[src/rtl/axis_depacketizer_pkg.sv]
// -----------------------------------------------------------------------------
// axis_depacketizer_pkg
// Shared types and default widths for the AXI4-Stream depacketizer.
//   state_t          : FSM state encoding (RUN, PAD, DROP).
//   DEF_*_WIDTH      : default widths for data, beat counter and status counters.
// -----------------------------------------------------------------------------
package axis_depacketizer_pkg;

  localparam int DEF_TDATA_WIDTH = 32;
  localparam int DEF_CNTR_WIDTH  = 32;
  localparam int DEF_STS_WIDTH   = 32;

  typedef enum logic [1:0] {
    RUN  = 2'd0,
    PAD  = 2'd1,
    DROP = 2'd2
  } state_t;

endpackage

[src/rtl/axis_pipe_reg.sv]
// -----------------------------------------------------------------------------
// axis_pipe_reg
// One-stage valid/ready output register.
// Ports:
//   aclk, aresetn   : clock, synchronous active-low reset
//   load            : write din into the register (honoured only when can_load)
//   din             : data to load
//   can_load        : register is empty or being drained this cycle
//   m_axis_tready   : downstream ready
//   m_axis_tdata    : registered data
//   m_axis_tvalid   : registered valid
// -----------------------------------------------------------------------------
module axis_pipe_reg
  import axis_depacketizer_pkg::*;
#(
  parameter int DATA_WIDTH = DEF_TDATA_WIDTH
) (
  input  logic                  aclk,
  input  logic                  aresetn,
  input  logic                  load,
  input  logic [DATA_WIDTH-1:0] din,
  output logic                  can_load,
  input  logic                  m_axis_tready,
  output logic [DATA_WIDTH-1:0] m_axis_tdata,
  output logic                  m_axis_tvalid
);

  assign can_load = ~m_axis_tvalid | m_axis_tready;

  // Data only changes on a load, so a stalled beat stays stable on the bus.
  always_ff @(posedge aclk) begin
    if (!aresetn) begin
      m_axis_tvalid <= 1'b0;
      m_axis_tdata  <= '0;
    end else if (can_load) begin
      m_axis_tvalid <= load;
      if (load) begin
        m_axis_tdata <= din;
      end
    end
  end

endmodule

[src/rtl/axis_depacketizer.sv]
// -----------------------------------------------------------------------------
// axis_depacketizer
// Receives tlast-framed AXI4-Stream packets and re-emits an unframed stream in
// which every packet is exactly cfg_data+1 beats: short packets are zero-padded,
// long packets have their tail dropped. Counts good/short/long packets.
// Ports:
//   aclk, aresetn              : clock, synchronous active-low reset
//   cfg_data                   : expected packet length minus one
//   s_axis_tready/tdata/tvalid/tlast : slave stream in
//   m_axis_tready/tdata/tvalid : master stream out (registered)
//   sts_good/sts_short/sts_long: wrapping packet counters
//   err_short/err_long         : one-cycle error pulses
// -----------------------------------------------------------------------------
module axis_depacketizer
  import axis_depacketizer_pkg::*;
#(
  parameter int AXIS_TDATA_WIDTH = DEF_TDATA_WIDTH,
  parameter int CNTR_WIDTH       = DEF_CNTR_WIDTH,
  parameter int STS_WIDTH        = DEF_STS_WIDTH
) (
  input  logic                        aclk,
  input  logic                        aresetn,
  input  logic [CNTR_WIDTH-1:0]       cfg_data,
  output logic                        s_axis_tready,
  input  logic [AXIS_TDATA_WIDTH-1:0] s_axis_tdata,
  input  logic                        s_axis_tvalid,
  input  logic                        s_axis_tlast,
  input  logic                        m_axis_tready,
  output logic [AXIS_TDATA_WIDTH-1:0] m_axis_tdata,
  output logic                        m_axis_tvalid,
  output logic [STS_WIDTH-1:0]        sts_good,
  output logic [STS_WIDTH-1:0]        sts_short,
  output logic [STS_WIDTH-1:0]        sts_long,
  output logic                        err_short,
  output logic                        err_long
);

  state_t                      state, state_next;
  logic [CNTR_WIDTH-1:0]       cnt, cnt_next, len_reg, eff_len;
  logic                        can_load, load, accept, at_end;
  logic [AXIS_TDATA_WIDTH-1:0] load_data;
  logic                        good_det, short_det, long_det;

  // On the first beat len_reg has not latched yet, so compare against the
  // live cfg_data; afterwards the latched value shields us from cfg changes.
  assign eff_len = (cnt == '0) ? cfg_data : len_reg;
  assign at_end  = (cnt == eff_len);

  assign s_axis_tready = ((state == RUN) && can_load) || (state == DROP);
  assign accept        = s_axis_tvalid && s_axis_tready;

  // State register.
  always_ff @(posedge aclk) begin
    if (!aresetn) begin
      state <= RUN;
    end else begin
      state <= state_next;
    end
  end

  // Next-state, beat counter and output-register load decisions.
  always_comb begin
    state_next = state;
    cnt_next   = cnt;
    load       = 1'b0;
    load_data  = '0;
    good_det   = 1'b0;
    short_det  = 1'b0;
    long_det   = 1'b0;
    case (state)
      RUN: begin
        if (accept) begin
          load      = 1'b1;
          load_data = s_axis_tdata;
          if (s_axis_tlast && at_end) begin
            good_det = 1'b1;
            cnt_next = '0;
          end else if (s_axis_tlast) begin
            short_det  = 1'b1;
            cnt_next   = cnt + 1'b1;
            state_next = PAD;
          end else if (at_end) begin
            long_det   = 1'b1;
            cnt_next   = '0;
            state_next = DROP;
          end else begin
            cnt_next = cnt + 1'b1;
          end
        end
      end
      PAD: begin
        // Zero beats; advance only when a pad beat actually enters the register.
        if (can_load) begin
          load = 1'b1;
          if (at_end) begin
            cnt_next   = '0;
            state_next = RUN;
          end else begin
            cnt_next = cnt + 1'b1;
          end
        end
      end
      DROP: begin
        if (accept && s_axis_tlast) begin
          cnt_next   = '0;
          state_next = RUN;
        end
      end
      default: begin
        cnt_next   = '0;
        state_next = RUN;
      end
    endcase
  end

  // Beat counter, latched length, status counters and error pulses.
  always_ff @(posedge aclk) begin
    if (!aresetn) begin
      cnt       <= '0;
      len_reg   <= '0;
      sts_good  <= '0;
      sts_short <= '0;
      sts_long  <= '0;
      err_short <= 1'b0;
      err_long  <= 1'b0;
    end else begin
      cnt <= cnt_next;
      if ((state == RUN) && accept && (cnt == '0)) begin
        len_reg <= cfg_data;
      end
      if (good_det)  sts_good  <= sts_good + 1'b1;
      if (short_det) sts_short <= sts_short + 1'b1;
      if (long_det)  sts_long  <= sts_long + 1'b1;
      err_short <= short_det;
      err_long  <= long_det;
    end
  end

  axis_pipe_reg #(
    .DATA_WIDTH(AXIS_TDATA_WIDTH)
  ) u_out_reg (
    .aclk         (aclk),
    .aresetn      (aresetn),
    .load         (load),
    .din          (load_data),
    .can_load     (can_load),
    .m_axis_tready(m_axis_tready),
    .m_axis_tdata (m_axis_tdata),
    .m_axis_tvalid(m_axis_tvalid)
  );

endmodule

[config.mk]
export PLATFORM = sky130hd
export DESIGN_NAME = axis_depacketizer
export DESIGN_NICKNAME = d
export VERILOG_FILES = /design/src/rtl/axis_depacketizer_pkg.sv /design/src/rtl/axis_pipe_reg.sv /design/src/rtl/axis_depacketizer.sv
export SDC_FILE = /design/constraint.sdc
export NUM_CORES = 1
export LEC_CHECK = 0
export CORE_ASPECT_RATIO = 2
export CORE_MARGIN = 3
export CORE_UTILIZATION = 35
export DETAILED_ROUTE_END_ITERATION = 10
export GPL_TIMING_DRIVEN = 0
export SLEW_MARGIN = 10
export SYNTH_ARGS = -nofsm -noshare
export SYNTH_HDL_FRONTEND = slang
export SYNTH_SLANG_ARGS = --single-unit
export TNS_END_PERCENT = 5
[constraint.sdc]
create_clock -name aclk -period 3 [get_ports aclk]
set_input_delay 0.3 -clock aclk [delete_from_list [all_inputs] [get_ports aclk]]
set_output_delay 0.3 -clock aclk [all_outputs]
set_load 0.05 [all_outputs]
# After elaboration in Yosys (flattened, before gate mapping)
# Cells that the tools add are included.
[op_classes]
eq_ne = 9
addsub = 4
n_bitwise = 2
muxes = 33
n_reduce_logical = 12
[ops]
columns = ["cell", "count"]
rows = [
  ["2-to-1 mux 32 bit", 9],
  ["adder 32 x 1 -> 32 bit (second input constant)", 4],
  ["one-hot mux 32 bit (3 select lines)", 1],
  ["== test 32 bit", 1],
  ["logical NOT 32 bit", 1],
  ["2-to-1 mux 1 bit", 14],
  ["2-to-1 mux 2 bit", 7],
  ["!= test 2 bit (second input constant)", 4],
  ["logical AND 1 bit", 6],
  ["one-hot mux 2 bit (3 select lines)", 1],
  ["AND reduction 6 bit", 1],
  ["!= test 3 bit (second input constant)", 1],
  ["AND reduction 3 bit", 1],
  ["== test 2 x 1 -> 1 bit (second input constant)", 1],
  ["== test 2 bit (second input constant)", 1],
  ["logical NOT 2 bit", 1],
  ["!= test 2 x 1 -> 1 bit (second input constant)", 1],
  ["one-hot mux 1 bit (2 select lines)", 1],
  ["AND reduction 2 bit", 1],
  ["logical OR 1 bit", 1],
  ["NOT 1 bit", 1],
  ["OR 1 bit", 1],
]
[word_totals]
input_bits = 69
out_inout_bits = 132
wordCells = 70
register_bits = 197

# Logic depth before layout (Yosys ltp)
# Gate-level depths: netlist (run 1).
[depth]
word_depth = 8
mapped_depth = 12
ltp_nobuf = 10

# By module
# A second synthesis (run 1) with hierarchy kept.
[hier_totals]
hier_cells = 1209
hier_area_um2 = 9708.1
[by_module_without_submodules]
columns = ["mod", "area_each_um2", "seq_area_each_um2", "cells_per_inst", "n_inst"]
rows = [
  ["axis_depacketizer", 8350.5, 3283.1, 1065, 1],
  ["axis_pipe_reg", 1357.6, 660.6, 144, 1],
]

# Worst setup path after synthesis (run 1)
# OpenSTA, ideal clock, no wires.
[synth_timing]
kind = "flip-flop to flip-flop"
startpoint = "register u_out_reg.m_axis_tvalid"
endpoint = "register sts_good[30]"
n_path_buf = 1
period_less_slack_ns = 3.042
arrival_ns = 2.971
path_stages_with_launch = 10
path_slack_ns = -0.042
setup_time_ns = 0.070
t_required_ns = 2.930
path_cell_list = "dfxtp_1 -> nand2b_1 -> nor2_1 -> nor2_1 -> nand3b_1 -> nor2_1 -> nand4_1 -> clkbuf_1 -> or4_1 -> a21oi_1"
[synth_via]
elab_chain_len = 7
[synth_lines]
columns = ["item", "line", "rtl"]
rows = [
  ["from (decl)", "axis_pipe_reg.sv:25", "output logic m_axis_tvalid"],
  ["from (signal assigned)", "axis_pipe_reg.sv:36", "m_axis_tvalid <= load;"],
  ["NOT 1 bit", "axis_pipe_reg.sv:28", "assign can_load = ~m_axis_tvalid | m_axis_tready;"],
  ["OR 1 bit", "axis_pipe_reg.sv:28", ""],
  ["logical AND 1 bit", "axis_depacketizer.sv:49", "assign s_axis_tready = ((state == RUN) && can_load) || (state == DROP);"],
  ["logical OR 1 bit", "axis_depacketizer.sv:49", ""],
  ["via s_axis_tready", "axis_depacketizer.sv:24", "output logic s_axis_tready,"],
  ["logical AND 1 bit", "axis_depacketizer.sv:50", "assign accept = s_axis_tvalid && s_axis_tready;"],
  ["2-to-1 mux 1 bit", "axis_depacketizer.sv:72", "if (accept) begin"],
  ["2-to-1 mux 1 bit", "axis_depacketizer.sv:70", "case (state)"],
  ["to (signal assigned)", "axis_depacketizer.sv:131", "if (good_det) sts_good <= sts_good + 1'b1;"],
  ["to (decl)", "axis_depacketizer.sv:31", "output logic [STS_WIDTH-1:0] sts_good,"],
]
# The timed path passes the listed nets, and every way through them passes these cells.
# A chain may end at the register's enable or synchronous reset.

# Worst setup path in the final report (run 1)
[layout_timing]
startpoint = "register cnt[14]"
endpoint = "register sts_good[24]"
[layout_via]
elab_chain_len = 7
[layout_lines]
columns = ["item", "line", "rtl"]
rows = [
  ["from (decl)", "axis_depacketizer.sv:39", "logic [CNTR_WIDTH-1:0] cnt, cnt_next, len_reg, eff_len;"],
  ["from (signal assigned)", "axis_depacketizer.sv:127", "cnt <= cnt_next;"],
  ["logical NOT 32 bit", "axis_depacketizer.sv:46", "assign eff_len = (cnt == '0) ? cfg_data : len_reg;"],
  ["2-to-1 mux 32 bit", "axis_depacketizer.sv:46", ""],
  ["== test 32 bit (*)", "axis_depacketizer.sv:47", "assign at_end = (cnt == eff_len);"],
  ["logical AND 1 bit (*)", "axis_depacketizer.sv:75", "if (s_axis_tlast && at_end) begin"],
  ["2-to-1 mux 1 bit (*)", "axis_depacketizer.sv:75", ""],
  ["2-to-1 mux 1 bit (*)", "axis_depacketizer.sv:72", ""],
  ["2-to-1 mux 1 bit (*)", "axis_depacketizer.sv:70", ""],
]
# Every way passes the cells marked *; elsewhere a longest branch is shown, timed or not.

==> summary.txt, run 1 <==
SETUP PATH
--------------------------------------------------------------------------------------
Worst-path maximum fanout                                                           10
Launch point of the worst reg-to-reg path                                      cnt[14]
Reg-to-reg slack, setup                                                        0.07 ns
Endpoint of the worst-slack reg-to-reg timing path                        sts_good[24]
Worst Setup End Kind                                                         flip-flop
Standard cell with the maximum stage delay on the critical path           sky130_fd_sc_hd__nor4_2
Required time worst endpoint                                                   3.33 ns
CP Launch Point                                                                cnt[14]
Critical path launch point type                                              flip-flop
Worst reg-to-reg path cell count                                                    11
Endpoint arrival time on the critical path                                     3.26 ns
Slowest stage delay, CP                                                        0.47 ns
Cell-by-cell listing of the critical path                                 buf_2 > xor2_1 > nor4_2 > nand3_1 > nor4_4 > o22a_4 > nand2_4 > buf_6 > clkbuf_4 > o311ai_2 > o41ai_1
Path type of the worst setup path                                              reg2reg

POWER
--------------------------------------------------------------------------------------
Internal                                                                      4.300 mW
Maximum vdd drop                                                             0.4286 mV
Proportion of total power due to net switching                                  29.28%
Comb pwr share                                                                   15.5%
Sequential share of power                                                        45.1%
P_sw                                                                          1.781 mW
Leakage power total                                                           4.757 nW
Power density normalized to cell area                                     454.3 nW/um^2
Clock network fraction of total power                                            39.3%

PLACED DESIGN
--------------------------------------------------------------------------------------
DP Worst Slack                                                              -0.7180 ns
Placed wire-length estimate after detailed placement                          26.80 mm
PortBufs                                                                           199
Area after detailed placement                                              12380 sq um
Number of cells in the design after placement                                     1722
Weighted congestion reported at the end of routability-driven placement         0.9154

STA
--------------------------------------------------------------------------------------
Period minus WS final                                                         2.935 ns
Maximum clock rate                                                           340.8 MHz
Max-slew headroom at the worst pin                                              30.48%
Post-route clock period utilization                                             97.82%
Post-route setup TNS                                                              0 ns
Worst hold margin                                                            0.3374 ns
Worst Skew                                                                  0.01241 ns
Final worst slack                                                           0.06537 ns
Slew at the pin closest to its max-slew limit                                 1.043 ns
Setup repair after global routing missed its margin                               true
Setup violation total in the final timing report                                     0
Count of endpoints failing hold in the final timing report                           0
Final count of pins violating max slew                                               0

YOSYS
--------------------------------------------------------------------------------------
Async S/R FF share, synth                                                           0%
Cell area after synthesis                                                   9943 sq um
Count of warnings emitted by yosys                                                   0
Syn avg cell area                                                          8.491 sq um
Synthesized instance count                                                        1171
Sequential element share of the synthesized area                                39.66%
Netlist cell types                                                                  70
Cell type contributing the most total cell area after synthesis           sky130_fd_sc_hd__dfxtp_1
Net count after synthesis                                                         1245
Post-synth top area share                                                       39.66%
Register bit total from synthesis                                                  197
Number of synthesized flops with an enable pin                                       0
Most common flop cell mapped by yosys                                     sky130_fd_sc_hd__dfxtp_1
Main area contributors after synthesis                                    sky130_fd_sc_hd__dfxtp_1 (40%), sky130_fd_sc_hd__nand2_1 (5.7%), sky130_fd_sc_hd__xor2_1 (5.6%)

CLOCK NETWORK
--------------------------------------------------------------------------------------
Number of clock buffers inserted by TritonCTS                                       17
Clock insertion delay at the later pin of the skew report                      0.46 ns
Clk slew on worst S/H paths                                                    0.08 ns
Clock Tree Buf Depth                                                                 2
Number of levels the H-tree was split into                                           4
Clk sink count                                                                     197
CTS tree                                                                          done
Clock root buffer master                                                  sky130_fd_sc_hd__clkbuf_16

FLOORPLANNING
--------------------------------------------------------------------------------------
Die height                                                                244.4 microns
Die width                                                                 125.2 microns
Count of standard-cell rows                                                         86
Die ar.                                                                    30590 sq um
Effective utilization at floorplan                                              35.82%
Io pins                                                                            201
Placeable core region                                                      27760 sq um

HOLD PATH
--------------------------------------------------------------------------------------
Type of the worst min-delay path                                                in2reg
Min-Delay Path Depth                                                                 3
Startpoint of the lowest-slack hold path                                       aresetn
Hold Crit Endpoint                                                        sts_long[25]

GRT
--------------------------------------------------------------------------------------
Remaining global-route overflow                                                      0
Pin count of the biggest net entering global routing                                19
Total global routing track utilization                                          22.38%
Global-route wire length before repair                                        53.68 mm
Via count of the first global-routing pass                                        9378
Number of antenna violations at the first check in global routing                    0

DRT
--------------------------------------------------------------------------------------
Ratio of routed vias to standard cells                                           5.423
Vias                                                                              9550
Antenna-violating nets left                                                          0
Final wirelength                                                              35.04 mm
Drt wl/cell                                                               19.90 microns
Drt pass-1 iters                                                                     6
DRC Markers                                                                          0
Starting DRT DRC Count                                                             460

LAYOUT
--------------------------------------------------------------------------------------
N_diodes                                                                             0
Flip-flop and latch area                                                    3950 sq um
Multi-input logic area                                                      5813 sq um
Filler cell count                                                                 2713
Share of cells above drive strength 1                                           10.72%
Final standard cell count with taps included and fillers excluded                 1761
# nets final                                                                      1470
Post-route cell area                                                       13380 sq um
Synthesis-to-finish area growth                                                 34.60%

STATUS
--------------------------------------------------------------------------------------
Status                                                                       completed

JOB
--------------------------------------------------------------------------------------
Number of maximum-capacitance violations                                             0

power groups by stage:
stage | Sequential (mW) | Clock [mW] | Combinational [mW]
final | 2.74 | 2.39 | 0.944
after global routing | 2.75 | 2.54 | 1.01
after CTS | 2.74 | 2.44 | 0.881
after detailed placement | 2.80 | 0 | 0.857
after global placement | 2.80 | 0 | 0.852
after floorplan | 2.90 | 0 | 0.410
metrics by stage:
step / total power, mW / utilization (%)
floorplan: 3.310 / -
global placement: 3.653 / 44.59
global route: 6.294 / 48.21
detailed placement: 3.660 / 44.59
CTS: 6.067 / 47.05
finish: 6.081 / 48.21
kinds of logic (layout without fill, tap and decap cells):
group,after synthesis,after routing,share of synthesized area [%]
multiplexers,24,24,2.416
flip-flops,197,197,39.66
AND/OR/NAND/NOR,524,524,28.79
buffers and inverters,110,348,5.209
XOR/XNOR,100,100,8.808
adder cells (fa/ha/maj),5,5,0.6292
AO/OA/AOI/OAI,211,211,14.48
critical path: cells and delay by family, from the launching register on:
kind | cells | cell delay, ns
flip-flops | 1 | 0.30
XOR/XNOR | 1 | 0.16
AO/OA/AOI/OAI | 3 | 0.69
buffers and inverters | 3 | 0.54
AND/OR/NAND/NOR | 4 | 1.11
synth_stat cells, drive strengths merged (30+ instances only):
cell      n
nor2    104
xnor2    36
nand4    33
xor2     64
o31ai    33
clkbuf   52
buf      30
a22oi    33
nand3    46
a21oi    83
dfxtp   197
nor4     38
nand2b   30
nand2   151
timing repair:
| action | CTS | global route |
|---|---|---|
| setup buffers | 2 | 7 |
| setup endpoints to repair | 109 | 109 |
| endpoints found under the hold margin | 0 | 0 |
| hold buffers | 0 | 0 |
| pin swaps | 3 | 17 |
| gates resized for setup | 20 | 51 |
worst max path at each step:
| stage | endpoint | cells past startpoint |
|---|---|---|
| after CTS | sts_long[13] | 10 |
| after global placement | cnt[5] | 10 |
| final | sts_good[24] | 11 |
| after global routing | sts_good[19] | 13 |
| after detailed placement | cnt[22] | 10 |
| after floorplan | sts_good[30] | 9 |
routing by layer:
layer	wire length, microns	global-route usage, %	vias to the layer above
met4	1844	12.36	0
met5	0	0	-
met3	1378	3.847	81
met2	19330	42.13	235
met1	12490	23.11	4621
li1	-	-	4613
placed cells by master, fill, tap and decap left out, types with 11 or more instances in the layout:
cell type and instances:
sky130_fd_sc_hd__a21oi_1 81, sky130_fd_sc_hd__a22oi_1 33, sky130_fd_sc_hd__and2_1 14, sky130_fd_sc_hd__and3_1 23
sky130_fd_sc_hd__buf_2 14, sky130_fd_sc_hd__buf_4 11, sky130_fd_sc_hd__clkbuf_1 43, sky130_fd_sc_hd__clkbuf_16 17
sky130_fd_sc_hd__clkdlybuf4s50_1 199, sky130_fd_sc_hd__dfxtp_1 194, sky130_fd_sc_hd__inv_1 27, sky130_fd_sc_hd__mux2i_1 24
sky130_fd_sc_hd__nand2_1 149, sky130_fd_sc_hd__nand2b_1 30, sky130_fd_sc_hd__nand3_1 45, sky130_fd_sc_hd__nand4_1 33
sky130_fd_sc_hd__nor2_1 100, sky130_fd_sc_hd__nor3_1 16, sky130_fd_sc_hd__nor4_2 14, sky130_fd_sc_hd__nor4_4 14
sky130_fd_sc_hd__o21ai_0 12, sky130_fd_sc_hd__o31ai_1 27, sky130_fd_sc_hd__or3_1 11, sky130_fd_sc_hd__or4_1 27
sky130_fd_sc_hd__xnor2_1 36, sky130_fd_sc_hd__xor2_1 64
area by class of cell:
cell class,count,area share (%)
clock inverters,14,1.215
clock buffers,18,3.207
well taps,352,3.291
inverters,28,0.7853
multi-input cells,864,43.43
repair buffers,208,15.39
flip-flops and latches,197,29.51
plain buffers,80,3.169
(Power assumes the default switching activity.)
==> run 2, diff against run 1 <==
--- a/config.mk
+++ b/config.mk
@@ -6,10 +6,11 @@
 export NUM_CORES = 1
 export LEC_CHECK = 0
 export CORE_ASPECT_RATIO = 2
-export CORE_MARGIN = 3
-export CORE_UTILIZATION = 35
+export CORE_MARGIN = 1.5
+export CORE_UTILIZATION = 45
 export DETAILED_ROUTE_END_ITERATION = 10
 export GPL_TIMING_DRIVEN = 0
+export PLACE_DENSITY = 0.71
 export SLEW_MARGIN = 10
 export SYNTH_ARGS = -nofsm -noshare
 export SYNTH_HDL_FRONTEND = slang
==> summary.txt, run 2 (same netlist as run 1, synthesis figures left out) <==
STATUS
--------------------------------------------------------------------------------------
Status                                                                    finished with violations   was completed
Failing checks                                                            setup timing

SETUP PATH
--------------------------------------------------------------------------------------
Worst Setup End Kind                                                         flip-flop   unchanged
Slowest stage delay, CP                                                        0.36 ns   was 0.47 ns
Most common cell on crit path                                             sky130_fd_sc_hd__buf_4
Worst-path maximum fanout                                                           10   unchanged
Standard cell with the maximum stage delay on the critical path           sky130_fd_sc_hd__dfxtp_2   was sky130_fd_sc_hd__nor4_2
Path type of the worst setup path                                              reg2reg   unchanged
Endpoint arrival time on the critical path                                     3.41 ns   was 3.26 ns
Cell-by-cell listing of the critical path                                 inv_1 > ha_2 > nor4b_2 > and4_4 > nand3_4 > a2111oi_4 > buf_4 > o22a_4 > nand2_4 > buf_6 > buf_4 > nor4_2 > mux2i_1   was buf_2 > xor2_1 > nor4_2 > nand3_1 > nor4_4 > o22a_4 > nand2_4 > buf_6 > clkbuf_4 > o311ai_2 > o41ai_1
Required time worst endpoint                                                   3.39 ns   was 3.33 ns
Critical path launch point type                                              flip-flop   unchanged

DRT
--------------------------------------------------------------------------------------
Ratio of routed vias to standard cells                                           5.837   was 5.423
Vias                                                                              9788   was 9550
Drt pass-1 iters                                                                     5   was 6
Final wirelength                                                              33.37 mm   was 35.04 mm
Top layer in use                                                                  met4   unchanged
Antenna-violating nets left                                                          0   unchanged
Sum of met3 wire segment lengths after detailed routing                       1.581 mm   was 1.378 mm
Starting DRT DRC Count                                                             586   was 460
M1 wire length                                                                11.49 mm   was 12.49 mm
DRC Markers                                                                          0   unchanged
Drt wl/cell                                                               19.90 microns   about the same
Routed length on met2                                                         17.79 mm   was 19.33 mm

POWER
--------------------------------------------------------------------------------------
Leakage power total                                                           4.569 nW   was 4.757 nW
Power after layout                                                            5.930 mW   was 6.081 mW
Power density normalized to cell area                                     453.8 nW/um^2   was 454.3 nW/um^2
Maximum vdd drop                                                             0.3982 mV   was 0.4286 mV

CLOCK NETWORK
--------------------------------------------------------------------------------------
Clk sink count                                                                     197   unchanged
CTS tree                                                                          done   unchanged
Number of levels the H-tree was split into                                           4   unchanged
Clock Tree Buf Depth                                                                 2   unchanged
Clk slew on worst S/H paths                                                    0.08 ns   about the same
Clock insertion delay at the later pin of the skew report                      0.46 ns   about the same
Clock root buffer master                                                  sky130_fd_sc_hd__clkbuf_16   unchanged
Number of clock buffers inserted by TritonCTS                                       17   unchanged

HOLD PATH
--------------------------------------------------------------------------------------
Type of the worst min-delay path                                                in2reg   unchanged

LAYOUT
--------------------------------------------------------------------------------------
Commonest non-fill, non-tap cells in the layout                           sky130_fd_sc_hd__clkdlybuf4s50_1 (199), sky130_fd_sc_hd__dfxtp_1 (195), sky130_fd_sc_hd__nand2_1 (149)   was sky130_fd_sc_hd__clkdlybuf4s50_1 (199), sky130_fd_sc_hd__dfxtp_1 (194), sky130_fd_sc_hd__nand2_1 (149)
Most frequent standard cell in the layout excluding fill and tap cells    sky130_fd_sc_hd__clkdlybuf4s50_1   unchanged
# nets final                                                                      1465   was 1470
Share of cells above drive strength 1                                           9.829%   was 10.72%
Synthesis-to-finish area growth                                                 31.41%   was 34.60%
Post-route cell area                                                       13070 sq um   was 13380 sq um
Filler cell count                                                                 1914   was 2713
N_diodes                                                                             0   unchanged

STA
--------------------------------------------------------------------------------------
Max-slew headroom at the worst pin                                              45.45%   was 30.48%
Worst Skew                                                                  0.01833 ns   was 0.01241 ns
Count of endpoints failing hold in the final timing report                           0   unchanged
Slew at the pin closest to its max-slew limit                                0.8182 ns   was 1.043 ns
Final worst slack                                                          -0.01748 ns   was 0.06537 ns
Setup violation total in the final timing report                                     1   was 0
Period minus WS final                                                         3.017 ns   was 2.935 ns
Post-route clock period utilization                                             100.6%   was 97.82%
Maximum clock rate                                                           331.4 MHz   was 340.8 MHz
Final count of pins violating max slew                                               0   unchanged
Setup repair after global routing missed its margin                               true   unchanged

JOB
--------------------------------------------------------------------------------------
Number of maximum-capacitance violations                                             0   unchanged

GRT
--------------------------------------------------------------------------------------
Global-route wire length before repair                                        50.92 mm   was 53.68 mm
Number of antenna violations at the first check in global routing                    0   unchanged
Via count of the first global-routing pass                                        9608   was 9378
Pin count of the biggest net entering global routing                                19   unchanged
Remaining global-route overflow                                                      0   unchanged
Total global routing track utilization                                          29.10%   was 22.38%

FLOORPLANNING
--------------------------------------------------------------------------------------
Io pins                                                                            201   unchanged
Placeable core region                                                      21590 sq um   was 27760 sq um
Die width                                                                 108.1 microns   was 125.2 microns
Effective utilization at floorplan                                              46.06%   was 35.82%
Count of standard-cell rows                                                         76   was 86
Die ar.                                                                    23050 sq um   was 30590 sq um
Die height                                                                213.2 microns   was 244.4 microns

PLACED DESIGN
--------------------------------------------------------------------------------------
Placed wire-length estimate after detailed placement                          25.16 mm   was 26.80 mm
Weighted congestion reported at the end of routability-driven placement         0.9834   was 0.9154
Area after detailed placement                                              12280 sq um   was 12380 sq um
PortBufs                                                                           199   unchanged

==> run 2: repair_timing <==
item	in CTS	in global routing
gates resized for setup	21	25
hold buffers	0	0
endpoints found under the hold margin	0	0
pin swaps	2	5
buffers inserted	1	2
endpoints found under the setup margin	105	97
==> run 2: cell type report <==
| class | instances | area [sq um] | share of cell area, % |
|---|---|---|---|
| plain buffers | 81 | 416.7 | 3.189 |
| clock buffers | 18 | 429.2 | 3.284 |
| clock inverters | 14 | 142.6 | 1.092 |
| inverters | 28 | 105.1 | 0.8044 |
| multi-input cells | 864 | 5670 | 43.40 |
| flip-flops and latches | 197 | 3946 | 30.20 |
| well taps | 273 | 341.6 | 2.614 |
| repair buffers | 202 | 2014 | 15.42 |
==> run 2: path summary, 6_finish.rpt <==
path / startpoint / endpoint / slack (ns) / depth (start not counted)
max reg2reg: cnt[0] / sts_long[14] / -0.02 / 13
min: aresetn / sts_good[25] / 0.35 / 3
max: cnt[0] / sts_long[14] / -0.02 / 13
min reg2reg: len_reg[24] / len_reg[24] / 0.46 / 2
==> run 2: per-layer routing <==
layer / vias up / global-route usage (%)
met1: 4675 / 27.97
li1: 4616 / -
met3: 131 / 5.433
met5: - / 0
met4: 0 / 22.14
met2: 366 / 53.43
==> run 2: worst max-delay path, delay by kind of cell (launching register included) <==
kind / cells / cell delay [ns]
and+or+nand+nor: 5 / 1.07
DFF: 1 / 0.36
adders and majority gates: 1 / 0.19
buffers and inverters: 4 / 0.64
AOI/OAI and AO/OA: 2 / 0.49
muxes: 1 / 0.21
==> run 2: power by group <==
part	switching, mW	total (mW)	internal, mW
Combinational	0.572	0.899	0.328
Sequential	0.0546	2.74	2.69
Clock	1.12	2.29	1.17
Total	1.74	5.93	4.19
==> run 2: per-stage QoR <==
step	setup WS, ns	std cells	setup TNS (ns)	util, %	hold WS, ns
2_1_floorplan	0.2490	1171	0	-	0.4319
3_3_place_gp	-0.6827	1643	-58.48	56.89	0.4409
3_5_place_dp	-0.7709	1643	-65.97	56.89	0.4548
4_1_cts	-0.02984	1676	-0.03844	59.95	0.3374
5_1_grt	-0.1060	1677	-1.265	60.53	0.3901
6_report	-0.01748	1677	-0.01748	60.53	0.3454
